<file path="src/rtl/phone_cmd_pkg.sv">
// rtl/phone_cmd_pkg.sv - shared constants, command ids and state types for the phone command receiver
package phone_cmd_pkg;

    localparam logic [7:0] SYNC_BYTE  = 8'hAA;
    localparam logic [7:0] CHK_XOR    = 8'h55;
    localparam logic [3:0] ASSIST_MAX = 4'd10;

    typedef enum logic [7:0] {
        CMD_HR_CAP     = 8'h01,
        CMD_MOTOR_MODE = 8'h02,
        CMD_ASSIST     = 8'h03
    } cmd_e;

    typedef enum logic [1:0] {
        HUNT     = 2'd0,
        GOT_SYNC = 2'd1,
        GOT_CMD  = 2'd2,
        GOT_DATA = 2'd3
    } parser_state_t;

    typedef enum logic [1:0] {
        IDLE  = 2'd0,
        START = 2'd1,
        DATA  = 2'd2,
        STOP  = 2'd3
    } uart_state_t;

    function automatic logic [7:0] clamp_u8(input logic [7:0] v,
                                            input logic [7:0] lo,
                                            input logic [7:0] hi);
        if (v < lo)
            return lo;
        else if (v > hi)
            return hi;
        else
            return v;
    endfunction

endpackage

</file>
<file path="src/rtl/uart_rx_core.sv">
// rtl/uart_rx_core.sv - 8N1 oversampling UART receiver with start-glitch rejection and stop-bit check
module uart_rx_core
    import phone_cmd_pkg::*;
#(
    parameter int DIV        = 27,
    parameter int OVERSAMPLE = 16
) (
    input  logic       clk,
    input  logic       reset,
    input  logic       rx,
    output logic       byte_valid,
    output logic [7:0] data_byte,
    output logic       frame_err
);

    localparam int DIV_W  = (DIV > 1) ? $clog2(DIV) : 1;
    localparam int TICK_W = $clog2(OVERSAMPLE);
    localparam logic [DIV_W-1:0]  DIV_LAST  = DIV_W'(DIV - 1);
    localparam logic [TICK_W-1:0] MID_TICK  = TICK_W'(OVERSAMPLE / 2 - 1);
    localparam logic [TICK_W-1:0] LAST_TICK = TICK_W'(OVERSAMPLE - 1);

    uart_state_t       state, state_nxt;
    logic              rx_meta, rx_sync, rx_prev;
    logic [DIV_W-1:0]  div_cnt;
    logic [TICK_W-1:0] tick_cnt;
    logic [2:0]        bit_cnt;
    logic [7:0]        shift;

    logic tick, fall, sample;
    logic start_bit, shift_en, stop_ok, stop_bad;

    assign tick   = (div_cnt == DIV_LAST);
    assign fall   = rx_prev & ~rx_sync;
    // START samples half a bit in; every later sample is a full bit after the previous one
    assign sample = tick && (tick_cnt == ((state == START) ? MID_TICK : LAST_TICK));

    always_ff @(posedge clk) begin
        if (reset)
            state <= IDLE;
        else
            state <= state_nxt;
    end

    always_comb begin
        state_nxt = state;
        case (state)
            IDLE:  if (fall) state_nxt = START;
            START: if (sample) state_nxt = rx_sync ? IDLE : DATA;
            DATA:  if (sample && bit_cnt == 3'd7) state_nxt = STOP;
            STOP:  if (sample) state_nxt = IDLE;
            default: state_nxt = IDLE;
        endcase
    end

    always_comb begin
        start_bit = (state == IDLE) && fall;
        shift_en  = (state == DATA) && sample;
        stop_ok   = (state == STOP) && sample && rx_sync;
        stop_bad  = (state == STOP) && sample && !rx_sync;
    end

    always_ff @(posedge clk) begin
        if (reset) begin
            rx_meta    <= 1'b1;
            rx_sync    <= 1'b1;
            rx_prev    <= 1'b1;
            div_cnt    <= '0;
            tick_cnt   <= '0;
            bit_cnt    <= '0;
            shift      <= '0;
            byte_valid <= 1'b0;
            frame_err  <= 1'b0;
            data_byte  <= '0;
        end else begin
            rx_meta    <= rx;
            rx_sync    <= rx_meta;
            rx_prev    <= rx_sync;
            byte_valid <= stop_ok;
            frame_err  <= stop_bad;
            if (start_bit) begin
                div_cnt  <= '0;
                tick_cnt <= '0;
                bit_cnt  <= '0;
            end else begin
                div_cnt <= tick ? '0 : div_cnt + DIV_W'(1);
                if (tick)
                    tick_cnt <= sample ? '0 : tick_cnt + TICK_W'(1);
            end
            if (shift_en) begin
                shift   <= {rx_sync, shift[7:1]};
                bit_cnt <= bit_cnt + 3'd1;
            end
            if (stop_ok)
                data_byte <= shift;
        end
    end

endmodule

</file>
<file path="src/rtl/phone_cmd_rx.sv">
// rtl/phone_cmd_rx.sv - phone link command frame parser driving heart-rate cap, motor mode and assist level
module phone_cmd_rx
    import phone_cmd_pkg::*;
#(
    parameter int CLK_HZ         = 50_000_000,
    parameter int BAUD           = 115200,
    parameter int OVERSAMPLE     = 16,
    parameter int HR_CAP_DEFAULT = 200,
    parameter int HR_CAP_MIN     = 60,
    parameter int HR_CAP_MAX     = 220,
    parameter int TIMEOUT_CYC    = 500_000
) (
    input  logic       clk,
    input  logic       reset,
    input  logic       rx,
    output logic [7:0] heart_cap,
    output logic [1:0] motor_mode,
    output logic [3:0] assist_level,
    output logic       cmd_strobe,
    output logic [7:0] cmd_id,
    output logic       rx_byte_valid,
    output logic [7:0] rx_byte,
    output logic [7:0] frame_err_cnt,
    output logic [7:0] cksum_err_cnt
);

    localparam int DIV  = CLK_HZ / (BAUD * OVERSAMPLE);
    localparam int TO_W = $clog2(TIMEOUT_CYC + 1);
    localparam logic [TO_W-1:0] TO_LAST = TO_W'(TIMEOUT_CYC);

    logic frame_err;

    uart_rx_core #(
        .DIV        (DIV),
        .OVERSAMPLE (OVERSAMPLE)
    ) u_core (
        .clk        (clk),
        .reset      (reset),
        .rx         (rx),
        .byte_valid (rx_byte_valid),
        .data_byte  (rx_byte),
        .frame_err  (frame_err)
    );

    parser_state_t   state, state_nxt;
    logic [7:0]      cmd_reg, data_reg;
    logic [TO_W-1:0] idle_cnt;
    logic            cmd_known, chk_ok, apply, chk_err, timeout_hit;

    assign cmd_known = (cmd_reg == CMD_HR_CAP) || (cmd_reg == CMD_MOTOR_MODE) ||
                       (cmd_reg == CMD_ASSIST);
    assign chk_ok    = (rx_byte == (cmd_reg ^ data_reg ^ CHK_XOR));

    always_ff @(posedge clk) begin
        if (reset)
            state <= HUNT;
        else
            state <= state_nxt;
    end

    always_comb begin
        state_nxt = state;
        if (rx_byte_valid) begin
            case (state)
                HUNT:     if (rx_byte == SYNC_BYTE) state_nxt = GOT_SYNC;
                GOT_SYNC: state_nxt = GOT_CMD;
                GOT_CMD:  state_nxt = GOT_DATA;
                default:  state_nxt = HUNT;
            endcase
        end else if (timeout_hit) begin
            state_nxt = HUNT;
        end
    end

    always_comb begin
        apply       = (state == GOT_DATA) && rx_byte_valid && chk_ok && cmd_known;
        chk_err     = (state == GOT_DATA) && rx_byte_valid && !(chk_ok && cmd_known);
        timeout_hit = (state != HUNT) && (idle_cnt == TO_LAST);
    end

    always_ff @(posedge clk) begin
        if (reset) begin
            cmd_reg       <= '0;
            data_reg      <= '0;
            idle_cnt      <= '0;
            heart_cap     <= 8'(HR_CAP_DEFAULT);
            motor_mode    <= '0;
            assist_level  <= '0;
            cmd_id        <= '0;
            cmd_strobe    <= 1'b0;
            frame_err_cnt <= '0;
            cksum_err_cnt <= '0;
        end else begin
            cmd_strobe <= apply;
            if (rx_byte_valid)
                idle_cnt <= '0;
            else if (idle_cnt != TO_LAST)
                idle_cnt <= idle_cnt + TO_W'(1);
            if (rx_byte_valid && state == GOT_SYNC)
                cmd_reg <= rx_byte;
            if (rx_byte_valid && state == GOT_CMD)
                data_reg <= rx_byte;
            if (apply) begin
                cmd_id <= cmd_reg;
                case (cmd_reg)
                    CMD_HR_CAP:
                        heart_cap <= clamp_u8(data_reg, 8'(HR_CAP_MIN), 8'(HR_CAP_MAX));
                    CMD_MOTOR_MODE:
                        motor_mode <= data_reg[1:0];
                    CMD_ASSIST:
                        assist_level <= (data_reg > 8'(ASSIST_MAX)) ? ASSIST_MAX : data_reg[3:0];
                    default: ;
                endcase
            end
            if (chk_err && cksum_err_cnt != 8'hFF)
                cksum_err_cnt <= cksum_err_cnt + 8'd1;
            if (frame_err && frame_err_cnt != 8'hFF)
                frame_err_cnt <= frame_err_cnt + 8'd1;
        end
    end

endmodule

</file>
<file path="config.mk">
export PLATFORM = sky130hd
export DESIGN_NAME = phone_cmd_rx
export DESIGN_NICKNAME = d
export VERILOG_FILES = /design/src/rtl/phone_cmd_pkg.sv /design/src/rtl/uart_rx_core.sv /design/src/rtl/phone_cmd_rx.sv
export SDC_FILE = /design/constraint.sdc
export NUM_CORES = 1
export LEC_CHECK = 0
export BUFFER_PORTS_ARGS = -buffer_cell sky130_fd_sc_hd__buf_2
export CORE_UTILIZATION = 33
export CTS_CLUSTER_SIZE = 28
export DETAILED_ROUTE_END_ITERATION = 12
export GPL_ROUTABILITY_DRIVEN = 0
export GPL_TIMING_DRIVEN = 0
export SLEW_MARGIN = 15
export SYNTH_ARGS = -nofsm -noshare
export SYNTH_HDL_FRONTEND = slang
export SYNTH_SLANG_ARGS = --single-unit
</file>
<file path="constraint.sdc">
create_clock -name clk -period 2.6 [get_ports clk]
set_clock_uncertainty 0.05 [all_clocks]
set_input_delay 0.13 -clock clk [delete_from_list [all_inputs] [get_ports clk]]
set_output_delay 0.13 -clock clk [all_outputs]
set_load 0.1 [all_outputs]
</file>
Word-level counts from Yosys, hierarchy flattened
Index checks and enable logic that the tools add are counted.
{"block": "classes", "addsub": 6, "n_mul": 0, "div_mod_pow": 0, "n_lt_le_gt_ge": 3, "n_eq_ne": 23, "n_shift": 0, "n_mux": 17, "bitwise_logic": 4, "reduce_logical": 34}
{"cell": "19-bit by 1-bit adder with 19-bit output, second input constant", "count": 1}
{"cell": "19-bit equality test, second input constant", "count": 1}
{"cell": "19-bit != test, second input constant", "count": 1}
{"cell": "1-bit logical AND", "count": 17}
{"cell": "8-bit by 1-bit adder with 8-bit output, second input constant", "count": 2}
{"cell": "8-bit by 2-bit equality test with 1-bit output, second input constant", "count": 2}
{"cell": "2-bit two-way mux", "count": 8}
{"cell": "8-bit two-way mux", "count": 2}
{"cell": "8-bit != test, second input constant", "count": 2}
{"cell": "4-bit two-way mux", "count": 3}
{"cell": "2-bit equality test, second input constant", "count": 4}
{"cell": "8-bit by 1-bit equality test with 1-bit output, second input constant", "count": 1}
{"cell": "8-bit equality test", "count": 1}
{"cell": "8-bit equality test, second input constant", "count": 1}
{"cell": "8-bit by 4-bit greater-than comparator with 1-bit output, second input constant", "count": 1}
{"cell": "8-bit greater-than comparator, second input constant", "count": 1}
{"cell": "8-bit by 6-bit less-than comparator with 1-bit output, second input constant", "count": 1}
{"cell": "2-bit by 1-bit != test with 1-bit output, second input constant", "count": 4}
{"cell": "2-bit one-hot mux with 4 select lines", "count": 1}
{"cell": "2-bit AND reduction", "count": 4}
{"cell": "8-bit XOR", "count": 1}
{"cell": "3-bit two-way mux", "count": 2}
{"cell": "2-bit one-hot mux with 3 select lines", "count": 1}
{"cell": "2-bit nonzero test", "count": 3}
{"cell": "other kinds (17)", "count": 22}
{"block": "word_totals", "register_bits": 111, "latch_bits": 0, "ramBits": 0, "rom_bits": 0, "in_bits": 3, "out_inout_bits": 48, "elab_cells": 109, "mem_count": 0}

Longest topological paths before layout
{"block": "logic_depth", "word_depth": 7, "ltp_mapped": 8, "ltp_nobuf": 7}

Modules after synthesis
A second synthesis with hierarchy kept.
{"block": "unflattened", "cells_unflattened": 547, "hier_area_um2": 5086.1}
{"module": "phone_cmd_rx", "n_inst": 1, "cells_per_inst": 403, "area_each_um2": 3597.2, "seq_area_each_um2": 1521.5}
{"module": "uart_rx_core", "n_inst": 1, "cells_per_inst": 144, "area_each_um2": 1488.9, "seq_area_each_um2": 700.7}

Worst setup path after synthesis
No wires, ideal clock.
{"block": "synth_timing", "path_kind": "register -> register", "startpoint": "reg u_core.data_byte[3]", "endpoint": "reg heart_cap[0]", "setup_ns": 0.121, "arrival_ns": 2.984, "required_time_ns": 2.429, "setup_slack_ns": -0.555, "path_stages_with_launch": 6, "n_path_buf": 0, "synth_period_minus_slack_ns": 3.155, "cell_sequence": "dfxtp_1 -> xor3_1 -> or4_1 -> nor4_4 -> nand2_4 -> mux2_4"}
{"block": "synth_via", "elab_chain_cells": 4}
{"element": "start: declaration", "line_no": "uart_rx_core.sv:12", "source": "output logic [7:0] data_byte,"}
{"element": "start signal: assignment", "line_no": "uart_rx_core.sv:94", "source": "data_byte <= shift;"}
{"element": "8-bit equality test", "line_no": "phone_cmd_rx.sv:52", "source": "assign chk_ok = (rx_byte == (cmd_reg ^ data_reg ^ CHK_XOR));"}
{"element": "1-bit logical AND (2 in a row)", "line_no": "phone_cmd_rx.sv:76", "source": "apply = (state == GOT_DATA) && rx_byte_valid && chk_ok && cmd_known;"}
{"element": "2-bit AND reduction (no source line)"}
{"element": "end signal: assignment", "line_no": "phone_cmd_rx.sv:86", "source": "heart_cap <= 8'(HR_CAP_DEFAULT);"}
{"element": "end signal: assignment", "line_no": "phone_cmd_rx.sv:107", "source": "heart_cap <= clamp_u8(data_reg, 8'(HR_CAP_MIN), 8'(HR_CAP_MAX));"}
{"element": "end: declaration", "line_no": "phone_cmd_rx.sv:16", "source": "output logic [7:0] heart_cap,"}
Every way passes these cells.
A chain may end at the register's enable or synchronous reset.

Final worst setup path
{"block": "layout_timing", "startpoint": "reg data_reg[3]", "endpoint": "reg heart_cap[5]"}
{"block": "layout_via", "elab_chain_cells": 5, "word_cells_on_any_way": 9, "classes_between": "order compare: 2; eq/ne: 1; mux: 2; bitwise: 1; reduce/logical: 3"}
{"element": "start: declaration", "line_no": "phone_cmd_rx.sv:46", "source": "logic [7:0] cmd_reg, data_reg;"}
{"element": "start signal: assignment", "line_no": "phone_cmd_rx.sv:102", "source": "data_reg <= rx_byte;"}
{"element": "branches (longest 5 deep; another with 8-bit greater-than comparator)"}
Parallel ways; which one is timed is not known.

==> results.cfg <==
[sta]
fin_crit_ns = 2.53
hold_ws_ns = 0.173
worst_pin_slew_ns = 0.694
relSlewSlack_pct = 53.3
fin_crit_sh_pct = 97.4
drv_slew = 0
fin_ws_ns = 0.0665
rsz0062_at_grt = no
setup_viol = 0
fmax_mhz = 395
hold_violations = 0

[synth]
synth_area_leaders = dfxtp_1, nor2_1, a21oi_1
avgSynthCellArea_um2 = 9.04
synth_edf_count = 0
yosysSeqAreaShare_pct = 44.2
syn_nets = 572
synth_top_cell_by_area = dfxtp_1
synth_most_common_cell = dfxtp_1
synth_flop_cell = dfxtp_1
yosysWarnings = 0
async_flop_share_pct = 0
ys_top_cells_by_count = dfxtp_1, nor2_1, nand2_1
netlist_area_um2 = 5020
yosysUniqueCellTypes = 54
synth_top_area_share_pct = 44.2
syn_inst = 556
synth_seq_cells = 111

[clock_tree]
cts.sinks = 111
clockBufferDepth = 2
clkTransAtPathRegs_ns = 0.07
cts_tree = built
h-tree-depth = 3
cts-root-buf = clkbuf_16
cts_buffers = 9
clk_latency_ns = 0.36

[detailed_routing]
firstDrtPassIters = 8
wirelength_um = 11700
drt_drc_violations_left = 7
avgRoutedWirePerCell_um = 14.5
antenna_left = 0
routed_via_density = 5.13
drt-initial-drc-count = 222
vias = 4156

[layout]
layout-drive-gt1-share_pct = 17.7
multiInputGateArea_um2 = 2680
finalNetCount = 637
layout.cells.non_filler = 810
largest_reg_flops = 19
antenna_cells = 0
regMostFlops = idle_cnt
register_area_um2 = 2250
syn2layout_area_growth_pct = 17.5
fillCellCount = 1465

[setup_path]
reg2reg_depth = 6
critPathLaunchType = flop
cp_data_required_time_ns = 2.79
path_class = reg2reg
worstPathArrival_ns = 2.73
endpoint_kind = flop
cp_max_fo = 7

[min_path]
hold_path_class = in2reg
hold_depth = 3

[die]
coreArea_um2 = 14700
chipWidth_um = 125
die-area_um2 = 15700
io_pins = 51
dieHeight_um = 125
rows = 44
initial_utilization_pct = 34.2

[grt]
grt_max_degree = 17
grt_pass1_vias = 3935
grt.total_usage_pct = 15.5
grt_pass1_wl_um = 19400
antenna_found_initial = 0
grt_overflow = 0

[run]
maxCapViolations = 0

[pwr]
power.density_nw_per_um2 = 560
leakage_uw = 0.00230
peakVddDrop_uv = 340

[placement]
dp.cells = 790
dpl.hpwl_um = 8610
place_ws_ns = -0.221
port_buffers = 50

[run_status]
violations = design-rule violations
status = finished with violations
per-layer routing:
layer / GRT usage [%] / vias to the layer above / wire length (um) / share of wire (%)
met5: 0 / - / 0 / 0
met4: 7.17 / 0 / 221 / 1.9
met3: 3.51 / 16 / 520 / 4.4
met2: 25.4 / 52 / 5460 / 46
met1: 19.4 / 1987 / 5550 / 47
li1: - / 2101 / - / -
logic make-up after synthesis:
family,share of synthesized area [%]
AO/OA/AOI/OAI,9.32
XOR/XNOR,7.85
adder cells (fa/ha/maj),3.24
buffers and inverters,2.64
flip-flops,44.2
multiplexers,5.06
AND/OR/NAND/NOR,27.7
path summary, 6_finish.rpt:
check,startpoint,to,slack [ns]
max,data_reg[3],heart_cap[5],0.07
min,reset,assist_level[1],0.17
max reg2reg,data_reg[3],heart_cap[5],0.07
min reg2reg,u_core.rx_meta,u_core.rx_sync,0.37
layout make-up:
class	instances	share of cell area [%]
Multi-Input combinational cell	411	45.4
Sequential cell	111	38.1
Timing Repair Buffer	54	4.79
Clock buffer	13	4.41
Tap cell	184	3.90
Buffer	22	1.51
Clock inverter	3	1.10
Inverter	12	0.763
power breakdown:
group | total (uW) | internal (uW) | switching [uW]
clock network | 1510 | 897 | 617
logic | 79.6 | 23.7 | 55.8
registers | 1710 | 1700 | 8.90
total | 3310 | 2620 | 682
critical path, cell delays in order (launching register included):
cell and delay [ns]:
dfxtp_4 0.40, xor3_1 0.47, or4_4 0.62, nor4_4 0.27, buf_4 0.19, nand2_4 0.10
mux2_4 0.32
placed cells by master (no fill, tap or decap), types with 4 or more instances in the layout:
cell type / synthesis / layout
dfxtp_4: 0 / 6
nor3_1: 10 / 10
nand3b_1: 5 / 5
nor4_1: 7 / 6
and4_1: 4 / 4
nand2b_1: 6 / 6
nand2_1: 48 / 48
dfxtp_1: 111 / 101
a21oi_1: 47 / 47
o21ai_0: 17 / 17
nand4_1: 14 / 14
dfxtp_2: 0 / 4
clkbuf_16: 0 / 9
nor4b_1: 5 / 5
xor2_1: 11 / 11
nand3_1: 41 / 41
and2_1: 8 / 8
mux2i_1: 19 / 19
inv_1: 12 / 12
or3_1: 9 / 9
or4_1: 5 / 4
xor3_1: 4 / 4
clkbuf_1: 13 / 14
nor2b_1: 8 / 8
xnor2_1: 15 / 15
nor2_1: 63 / 63
or2_2: 8 / 8
buf_1: 5 / 5
buf_2: 2 / 52
ha_1: 13 / 13
through the flow:
step                instance area, um2  utilization [%]  setup TNS (ns)  total power, uW
CTS                               5890             40.1               0             3330
global placement                  5530             37.6           -1.77             1830
detailed placement                5530             37.6           -3.06             1830
global route                      5900             40.1               0             3390
finish                            5900             40.1               0             3310
floorplan                         5050                -               0             1810
repair_timing:
item                                    in CTS  in global routing
endpoints found under the hold margin        1                  0
endpoints found under the setup margin      27                 16
resized for setup                            3                  4
pin swaps                                    2                  1
hold buffers                                 1                  0
setup buffers                                3                  0
(Power assumes the default switching activity.)
